--- src/rtl/mse_accum_argmin.sv ---
// Accumulates per-word squared-difference partial sums into a distance
// per reference vector and tracks the smallest distance and its index.
//
// Ports:
//   clk, rst_n      clock, synchronous active-low reset
//   start           begin a search (sampled only when idle)
//   num_words       partial sums per reference vector (latched at start)
//   num_refs        reference vectors to compare (latched at start)
//   in_valid/in_ready/in_sum  partial-sum stream, transfer when both high
//   busy            search in progress (any non-idle state)
//   done            one-cycle completion pulse
//   err_cfg         zero word or reference count requested
//   min_dist        smallest distance found (all ones when none)
//   min_index       zero-based index of the reference holding min_dist
module mse_accum_argmin #(
  parameter int DATA_WIDTH     = 16,
  parameter int DATA_WIDTH_SUM = DATA_WIDTH * 2,
  parameter int ACC_WIDTH      = DATA_WIDTH_SUM + 16,
  parameter int WRD_W          = 6,
  parameter int IDX_W          = 8
) (
  input  logic                      clk,
  input  logic                      rst_n,
  input  logic                      start,
  input  logic [WRD_W:0]            num_words,
  input  logic [IDX_W:0]            num_refs,
  input  logic                      in_valid,
  output logic                      in_ready,
  input  logic [DATA_WIDTH_SUM-1:0] in_sum,
  output logic                      busy,
  output logic                      done,
  output logic                      err_cfg,
  output logic [ACC_WIDTH-1:0]      min_dist,
  output logic [IDX_W-1:0]          min_index
);

  typedef enum logic [1:0] {
    IDLE,
    ACCUM,
    COMPARE,
    DONE
  } state_t;

  state_t               state;
  logic [ACC_WIDTH-1:0] acc;
  logic [WRD_W:0]       words_q;
  logic [IDX_W:0]       refs_q;
  logic [WRD_W-1:0]     word_cnt;
  logic [IDX_W-1:0]     ref_idx;

  logic                 xfer;
  logic                 last_word;
  logic                 last_ref;
  logic                 cfg_bad;
  logic                 take_min;
  logic [ACC_WIDTH:0]   acc_sum;
  logic [ACC_WIDTH-1:0] acc_next;

  assign xfer = in_valid && in_ready;

  // One extra bit catches the carry; on carry the distance pins
  // to all ones instead of wrapping.
  assign acc_sum  = {1'b0, acc} + (ACC_WIDTH+1)'(in_sum);
  assign acc_next = acc_sum[ACC_WIDTH] ? '1
                                       : acc_sum[ACC_WIDTH-1:0];

  assign last_word = ({1'b0, word_cnt} ==
                      (words_q - (WRD_W+1)'(1)));
  assign last_ref  = ({1'b0, ref_idx} ==
                      (refs_q - (IDX_W+1)'(1)));
  assign cfg_bad   = (num_words == '0) || (num_refs == '0);

  // First reference always seeds the minimum; strict less-than
  // keeps the earlier index on ties.
  assign take_min  = (ref_idx == '0) || (acc < min_dist);

  always_ff @(posedge clk) begin
    if (!rst_n) begin
      state     <= IDLE;
      acc       <= '0;
      words_q   <= '0;
      refs_q    <= '0;
      word_cnt  <= '0;
      ref_idx   <= '0;
      in_ready  <= 1'b0;
      busy      <= 1'b0;
      done      <= 1'b0;
      err_cfg   <= 1'b0;
      min_dist  <= '1;
      min_index <= '0;
    end else begin
      done <= 1'b0;
      unique case (state)
        IDLE: begin
          if (start) begin
            busy <= 1'b1;
            if (cfg_bad) begin
              state     <= DONE;
              done      <= 1'b1;
              err_cfg   <= 1'b1;
              min_dist  <= '1;
              min_index <= '0;
            end else begin
              state    <= ACCUM;
              in_ready <= 1'b1;
              err_cfg  <= 1'b0;
              words_q  <= num_words;
              refs_q   <= num_refs;
              acc      <= '0;
              word_cnt <= '0;
              ref_idx  <= '0;
            end
          end
        end
        ACCUM: begin
          if (xfer) begin
            acc <= acc_next;
            if (last_word) begin
              word_cnt <= '0;
              in_ready <= 1'b0;
              state    <= COMPARE;
            end else begin
              word_cnt <= word_cnt + WRD_W'(1);
            end
          end
        end
        COMPARE: begin
          if (take_min) begin
            min_dist  <= acc;
            min_index <= ref_idx;
          end
          acc <= '0;
          if (last_ref) begin
            state <= DONE;
            done  <= 1'b1;
          end else begin
            ref_idx  <= ref_idx + IDX_W'(1);
            in_ready <= 1'b1;
            state    <= ACCUM;
          end
        end
        DONE: begin
          busy  <= 1'b0;
          state <= IDLE;
        end
        default: begin
          in_ready <= 1'b0;
          busy     <= 1'b0;
          state    <= IDLE;
        end
      endcase
    end
  end

endmodule

--- config.mk ---
export PLATFORM = sky130hd
export DESIGN_NAME = mse_accum_argmin
export DESIGN_NICKNAME = d
export VERILOG_FILES = /design/src/rtl/mse_accum_argmin.sv
export SDC_FILE = /design/constraint.sdc
export NUM_CORES = 1
export LEC_CHECK = 0
export ABC_AREA = 0
export CORE_MARGIN = 2
export CORE_UTILIZATION = 35
export CTS_CLUSTER_SIZE = 28
export DETAILED_ROUTE_END_ITERATION = 6
export PLACE_DENSITY = 0.52
export SYNTH_ARGS = -nofsm -noshare
export SYNTH_HDL_FRONTEND = slang
export SYNTH_SLANG_ARGS = --single-unit
--- constraint.sdc ---
create_clock -name clk -period 3.8 [get_ports clk]
set_input_delay 0.76 -clock clk [delete_from_list [all_inputs] [get_ports clk]]
set_output_delay 0.76 -clock clk [all_outputs]
set_load 0.02 [all_outputs]
* Yosys cells after proc, flatten, opt, wreduce, memory -nomap -nowiden
Index checks and enable logic that the tools add are counted.
Cells by class: equality and inequality tests 12, add/subtract/negate cells 5, multiplexer cells 40, bitwise operators 1, $lt $le $gt $ge 1, reduce and logical (&&, ||, !) cells 20
Operators with widths (count):
- 2-to-1 mux 48 bit | 7
- one-hot mux 48 bit (3 select lines) | 1
- one-hot mux 48 bit (2 select lines) | 1
- adder 48 x 32 -> 49 bit | 1
- less-than comparator 48 bit | 1
- 2-to-1 mux 8 bit | 6
- one-hot mux 8 bit (2 select lines) | 2
- 2-to-1 mux 6 bit | 4
- AND reduction 4 bit | 4
- != test 2 bit, second input constant | 7
- one-hot mux 6 bit (2 select lines) | 1
- 2-to-1 mux 2 bit | 5
- == test 8 x 9 -> 1 bit | 1
- zero test 9 bit | 1
- 2-to-1 mux 1 bit | 9
- subtractor 9 x 1 -> 9 bit, second input constant | 1
- adder 8 x 1 -> 8 bit, second input constant | 1
- zero test 8 bit | 1
- one-hot mux 2 bit (4 select lines) | 1
- == test 6 x 7 -> 1 bit | 1
- zero test 7 bit | 1
- subtractor 7 x 1 -> 7 bit, second input constant | 1
- adder 6 x 1 -> 6 bit, second input constant | 1
- AND reduction 3 bit | 2
- other kinds (12) | 18
Storage, ports and cells: register bits 140, output and inout port bits 60, logic and storage cells 91, bits of input ports 52

* Longest topological paths before layout
Gate-level depths: netlist of run 1.
word-level depth 5, depth in mapped cells 12, mapped depth without buffers 10

* Worst setup path after synthesis of run 1
OpenSTA, ideal clock, no wires.
path type input to register, start point input port in_sum[0], end point register acc[39], stages on the path 10, path slack 546 ps, setup time 119 ps, arrival time 3136 ps, path buffers 0, data required time 3681 ps, cells stage by stage ha_1 fa_1 a211oi_1 o211ai_1 a21oi_1 a211oi_1 nor2_1 nor2b_1 o41a_1 o221a_2
On the way: cells in the longest elaborated chain, start to end 4
RTL lines:
- start, declared | RTL line 29 | input logic [DATA_WIDTH_SUM-1:0] in_sum,
- adder 48 x 32 -> 49 bit | RTL line 63 | assign acc_sum = {1'b0, acc} + (ACC_WIDTH+1)'(in_sum);
- 2-to-1 mux 48 bit | RTL line 64 | assign acc_next = acc_sum[ACC_WIDTH] ? '1
- 2-to-1 mux 48 bit | RTL line 116 | if (xfer) begin
- one-hot mux 48 bit (3 select lines) | RTL line 93 | unique case (state)
- end signal, assigned | RTL line 117 | acc <= acc_next;
- end, declared | RTL line 45 | logic [ACC_WIDTH-1:0] acc;
No other way between the ends. The select of a mux whose other input is x is not followed. A chain may end at the register's enable or synchronous reset.

* Worst setup path in the final report of run 1
Same ends and word-level chain as after synthesis.

==> flow_summary.html, run 1 <==
<table>
<tr><th>Metric</th><th>Value</th></tr>
<tr><th colspan="2">Outcome</th></tr>
<tr><td>Run status</td><td>finished, final reports clean</td></tr>
<tr><th colspan="2">STA</th></tr>
<tr><td>Least-Margin Pin Slew</td><td>870 ps</td></tr>
<tr><td>Hold WS</td><td>465 ps</td></tr>
<tr><td>Count of endpoints failing hold in the final timing report</td><td>0</td></tr>
<tr><td>Setup repair after global routing missed its margin</td><td>false</td></tr>
<tr><td>Total negative setup slack</td><td>0 ps</td></tr>
<tr><td>Slew Limit Headroom</td><td>41.8%</td></tr>
<tr><td>Timing-limited maximum frequency</td><td>298 MHz</td></tr>
<tr><td>Final Setup Violations</td><td>0</td></tr>
<tr><td>Post-route clock skew</td><td>14.1 ps</td></tr>
<tr><td>Share of the cycle needed by the critical path after routing</td><td>88.4%</td></tr>
<tr><td>Final number of max-transition violations</td><td>0</td></tr>
<tr><td>Period minus WS final</td><td>3360 ps</td></tr>
<tr><th colspan="2">Clock network</th></tr>
<tr><td>Total setup buffers inserted after CTS</td><td>0</td></tr>
<tr><td>Total clock buffers created by CTS</td><td>17</td></tr>
<tr><td>Hold-fix buffers at CTS</td><td>0</td></tr>
<tr><td>CTS root buffer</td><td>sky130_fd_sc_hd__clkbuf_16</td></tr>
<tr><td>Resize count post-CTS</td><td>0</td></tr>
<tr><td>Clock buffer depth</td><td>2</td></tr>
<tr><td>TritonCTS clock tree</td><td>yes</td></tr>
<tr><td>Total number of clock tree sinks</td><td>140</td></tr>
<tr><td>Clock latency on the worst-skew pair</td><td>430 ps</td></tr>
<tr><td>Clock transition at the registers of the reported paths</td><td>60 ps</td></tr>
<tr><td>CTS H-tree lvls</td><td>4</td></tr>
<tr><th colspan="2">Critical path</th></tr>
<tr><td>Timing startpoint of the critical path</td><td>in_sum[0]</td></tr>
<tr><td>Required time worst endpoint</td><td>4110 ps</td></tr>
<tr><td>Kind of end point of the critical path</td><td>flip-flop</td></tr>
<tr><td>Highest net fanout along the worst path</td><td>4</td></tr>
<tr><td>Reg2Reg Launch Point</td><td>ref_idx[0]$_SDFFE_PN0P_</td></tr>
<tr><td>Cells on worst reg2reg path</td><td>11</td></tr>
<tr><td>Setup slack of the worst register-to-register path</td><td>580 ps</td></tr>
<tr><td>Cells along the critical path</td><td>clkdlybuf4s50_1 &gt; ha_1 &gt; fa_1 &gt; a211oi_1 &gt; o211ai_1 &gt; a21oi_1 &gt; a211oi_1 &gt; nor2_1 &gt; nor2b_2 &gt; o41a_1 &gt; o221a_2</td></tr>
<tr><td>Crit path largest cell delay</td><td>410 ps</td></tr>
<tr><td>Kind of launch point of the worst setup path</td><td>input port</td></tr>
<tr><td>Endpoint of the worst-slack reg-to-reg timing path</td><td>min_dist[47]$_SDFFE_PN1P_</td></tr>
<tr><td>Capture point of the worst path</td><td>acc[39]$_SDFFE_PN0P_</td></tr>
<tr><td>Critical-path cell with the highest stage delay</td><td>sky130_fd_sc_hd__clkdlybuf4s50_1</td></tr>
<tr><td>Data arrival time of the critical path</td><td>3670 ps</td></tr>
<tr><td>Most used cell along the critical path</td><td>sky130_fd_sc_hd__a211oi_1</td></tr>
<tr><td>Kind of critical path</td><td>input port to flip-flop</td></tr>
<tr><th colspan="2">Floorplan</th></tr>
<tr><td>Floorplan die width</td><td>167 um</td></tr>
<tr><td>Count of standard-cell rows</td><td>59</td></tr>
<tr><td>Area of the die</td><td>27900 um2</td></tr>
<tr><td>Number of top-level pins</td><td>112</td></tr>
<tr><td>Initial core utilization</td><td>35.7%</td></tr>
<tr><td>Die Height</td><td>167 um</td></tr>
<tr><td>CORE AREA</td><td>26100 um2</td></tr>
<tr><th colspan="2">Logic synthesis</th></tr>
<tr><td>Yosys synthesis warning count</td><td>0</td></tr>
<tr><td>Average footprint of a synthesized cell</td><td>8.15 um2</td></tr>
<tr><td>Most used standard cells in the synthesized netlist</td><td>sky130_fd_sc_hd__dfxtp_1 (140), sky130_fd_sc_hd__nand2_1 (120), sky130_fd_sc_hd__ha_1 (88)</td></tr>
<tr><td>FFs w/ async S/R, synth</td><td>0%</td></tr>
<tr><td>Netlist area before placement</td><td>9300 um2</td></tr>
<tr><td>Count of flip-flops with a built-in enable after synthesis</td><td>0</td></tr>
<tr><td>Most instantiated library cell after synthesis</td><td>sky130_fd_sc_hd__dfxtp_1</td></tr>
<tr><td>Cell type contributing the most total cell area after synthesis</td><td>sky130_fd_sc_hd__dfxtp_1</td></tr>
<tr><td>Net count of the mapped netlist</td><td>1282</td></tr>
<tr><td>Leading register cell type out of synthesis</td><td>sky130_fd_sc_hd__dfxtp_1</td></tr>
<tr><td>Leading cell types by total area after synthesis</td><td>sky130_fd_sc_hd__dfxtp_1 (30%), sky130_fd_sc_hd__ha_1 (12%), sky130_fd_sc_hd__nand2_1 (4.8%)</td></tr>
<tr><td>Synth Register Bits</td><td>140</td></tr>
<tr><td>Sequential share of the synthesized area</td><td>30.1%</td></tr>
<tr><td>Synthesized netlist cell count</td><td>1141</td></tr>
<tr><td>Netlist cell types</td><td>74</td></tr>
<tr><td>Yosys top cell area share</td><td>30.1%</td></tr>
<tr><th colspan="2">Finish</th></tr>
<tr><td>Antenna diode instance count</td><td>0</td></tr>
<tr><td>Relative area change from synthesis to final layout</td><td>23.8%</td></tr>
<tr><td># nets final</td><td>1384</td></tr>
<tr><td>Area of all placed cells without fillers</td><td>11500 um2</td></tr>
<tr><td>Ratio of cells with drive above 1 in the final layout</td><td>9.71%</td></tr>
<tr><th colspan="2">Drt</th></tr>
<tr><td>Detailed-routing iteration count for the pre-antenna-repair pass</td><td>5</td></tr>
<tr><td>Count of nets left with antenna violations after detail routing</td><td>0</td></tr>
<tr><td>Via-to-Cell Ratio</td><td>5.44</td></tr>
<tr><td>Post-detailed-route DRC marker count</td><td>0</td></tr>
<tr><td>Drt initial violations</td><td>438</td></tr>
<tr><td>Vias after detailed routing</td><td>8660</td></tr>
<tr><td>Routed WL</td><td>26800 um</td></tr>
<tr><td>Routed length per instance</td><td>16.9 um</td></tr>
<tr><th colspan="2">Place</th></tr>
<tr><td>Count of input and output buffers</td><td>111</td></tr>
<tr><td>Final HPWL DP</td><td>19600 um</td></tr>
<tr><td>Routability congestion estimate from global placement</td><td>0.868</td></tr>
<tr><td>Area after detailed placement</td><td>10900 um2</td></tr>
<tr><th colspan="2">GRT</th></tr>
<tr><td>First-pass GRT wire length</td><td>44000 um</td></tr>
<tr><td>Vias in the first global route</td><td>8452</td></tr>
<tr><td>Initial antenna violation count</td><td>0</td></tr>
<tr><td>Pin count of the biggest net entering global routing</td><td>69</td></tr>
<tr><td>Total gr overflow</td><td>0</td></tr>
<tr><td>Overall fraction of global-route tracks in use</td><td>19.3%</td></tr>
<tr><th colspan="2">Power</th></tr>
<tr><td>Power per standard cell area</td><td>463 nW/um2</td></tr>
<tr><td>Static Leakage</td><td>5.09 nW</td></tr>
<tr><td>Maximum ir drop on the vdd rail</td><td>0.000322 V</td></tr>
<tr><th colspan="2">Run</th></tr>
<tr><td>Number of maximum-capacitance violations</td><td>0</td></tr>
<tr><th colspan="2">Min path</th></tr>
<tr><td>Min-Delay Path Class</td><td>flip-flop to flip-flop</td></tr>
</table>
worst max-delay path, delay by kind of cell:
kind            cells  cell delay, ps
buf+inv             1             410
compound gates      6            1560
simple gates        2             320
fa+ha+maj           2             620
routing by layer:
metal | vias up | wire length [um] | global-route usage [%]
met4 | 0 | 374 | 4.99
met3 | 21 | 841 | 3.18
li1 | 4386 | - | -
met1 | 4091 | 13100 | 26.1
met2 | 162 | 12500 | 31.8
met5 | - | 0 | 0
final cells by class:
type / instances / area, um2
Fill cell: 2655 / 14500
Clock buffer: 18 / 429
Clock inverter: 14 / 208
Inverter: 72 / 270
Multi-Input combinational cell: 867 / 5970
Sequential cell: 140 / 2800
Tap cell: 335 / 419
Timing Repair Buffer: 145 / 1410
cells by family (layout without fill, tap and decap cells):
| family | after synthesis | count (layout) | synth area share [%] |
|---|---|---|---|
| and+or+nand+nor | 389 | 389 | 23.1 |
| buffers and inverters | 134 | 249 | 5.85 |
| muxes | 29 | 29 | 3.15 |
| adders and majority gates | 89 | 89 | 12.1 |
| DFF | 140 | 140 | 30.1 |
| AOI/OAI and AO/OA | 307 | 307 | 20.8 |
| xor gates and xnor gates | 53 | 53 | 4.99 |
cells in the final DEF, fill, tap and decap left out, types with 27 or more instances in the layout:
cell and instances:
sky130_fd_sc_hd__nor2_1 71, sky130_fd_sc_hd__nand2_1 120, sky130_fd_sc_hd__a21oi_1 80, sky130_fd_sc_hd__xnor2_1 32
sky130_fd_sc_hd__buf_4 30, sky130_fd_sc_hd__dfxtp_1 140, sky130_fd_sc_hd__mux2i_1 27, sky130_fd_sc_hd__a31oi_1 52
sky130_fd_sc_hd__nand3_1 33, sky130_fd_sc_hd__ha_1 88, sky130_fd_sc_hd__inv_1 70, sky130_fd_sc_hd__nor4_2 33
sky130_fd_sc_hd__o21ai_0 74, sky130_fd_sc_hd__clkdlybuf4s50_1 110
state kept, by name (all words and copies together) (netlist names):
name / flops
busy: 1
state: 2
acc: 48
min_dist: 48
min_index: 8
in_ready: 1
done: 1
refs_q: 9
err_cfg: 1
ref_idx: 8
word_cnt: 6
words_q: 7
metrics by stage:
step	total power (W)	util, %	instances	worst slack [ps]
2_1_floorplan	0.00300	-	1141	546
3_5_place_dp	0.00352	41.7	1559	-15.7
4_1_cts	0.00539	44.2	1591	417
5_1_grt	0.00566	44.2	1591	272
6_report	0.00533	44.2	1591	441
3_3_place_gp	0.00352	41.7	1559	38.4
worst min-delay path by stage:
stage / startpoint / end / slack (ps) / cells past startpoint
final: min_index[3]$_SDFFE_PN0P_ / min_index[3]$_SDFFE_PN0P_ / 460 / 2
after global routing: min_index[3]$_SDFFE_PN0P_ / min_index[3]$_SDFFE_PN0P_ / 480 / 2
after CTS: min_index[6]$_SDFFE_PN0P_ / min_index[6]$_SDFFE_PN0P_ / 470 / 2
after detailed placement: min_index[6]$_SDFFE_PN0P_ / min_index[6]$_SDFFE_PN0P_ / 460 / 2
after global placement: min_index[3]$_SDFFE_PN0P_ / min_index[3]$_SDFFE_PN0P_ / 450 / 2
after floorplan: acc[0]$_SDFFE_PN0P_ / acc[0]$_SDFFE_PN0P_ / 440 / 2
where the power goes:
group,internal (W),switching [W]
clock,0.00111,0.000732
combinational,0.000679,0.00107
sequential,0.00159,0.000152
Power figures use the tool's default switching activity.
==> run 2: changes to the inputs <==
CAP_MARGIN = 0   (was not set)
==> results of run 2 <==
No change in the layout: final DEF, timing and power equal those of run 1.
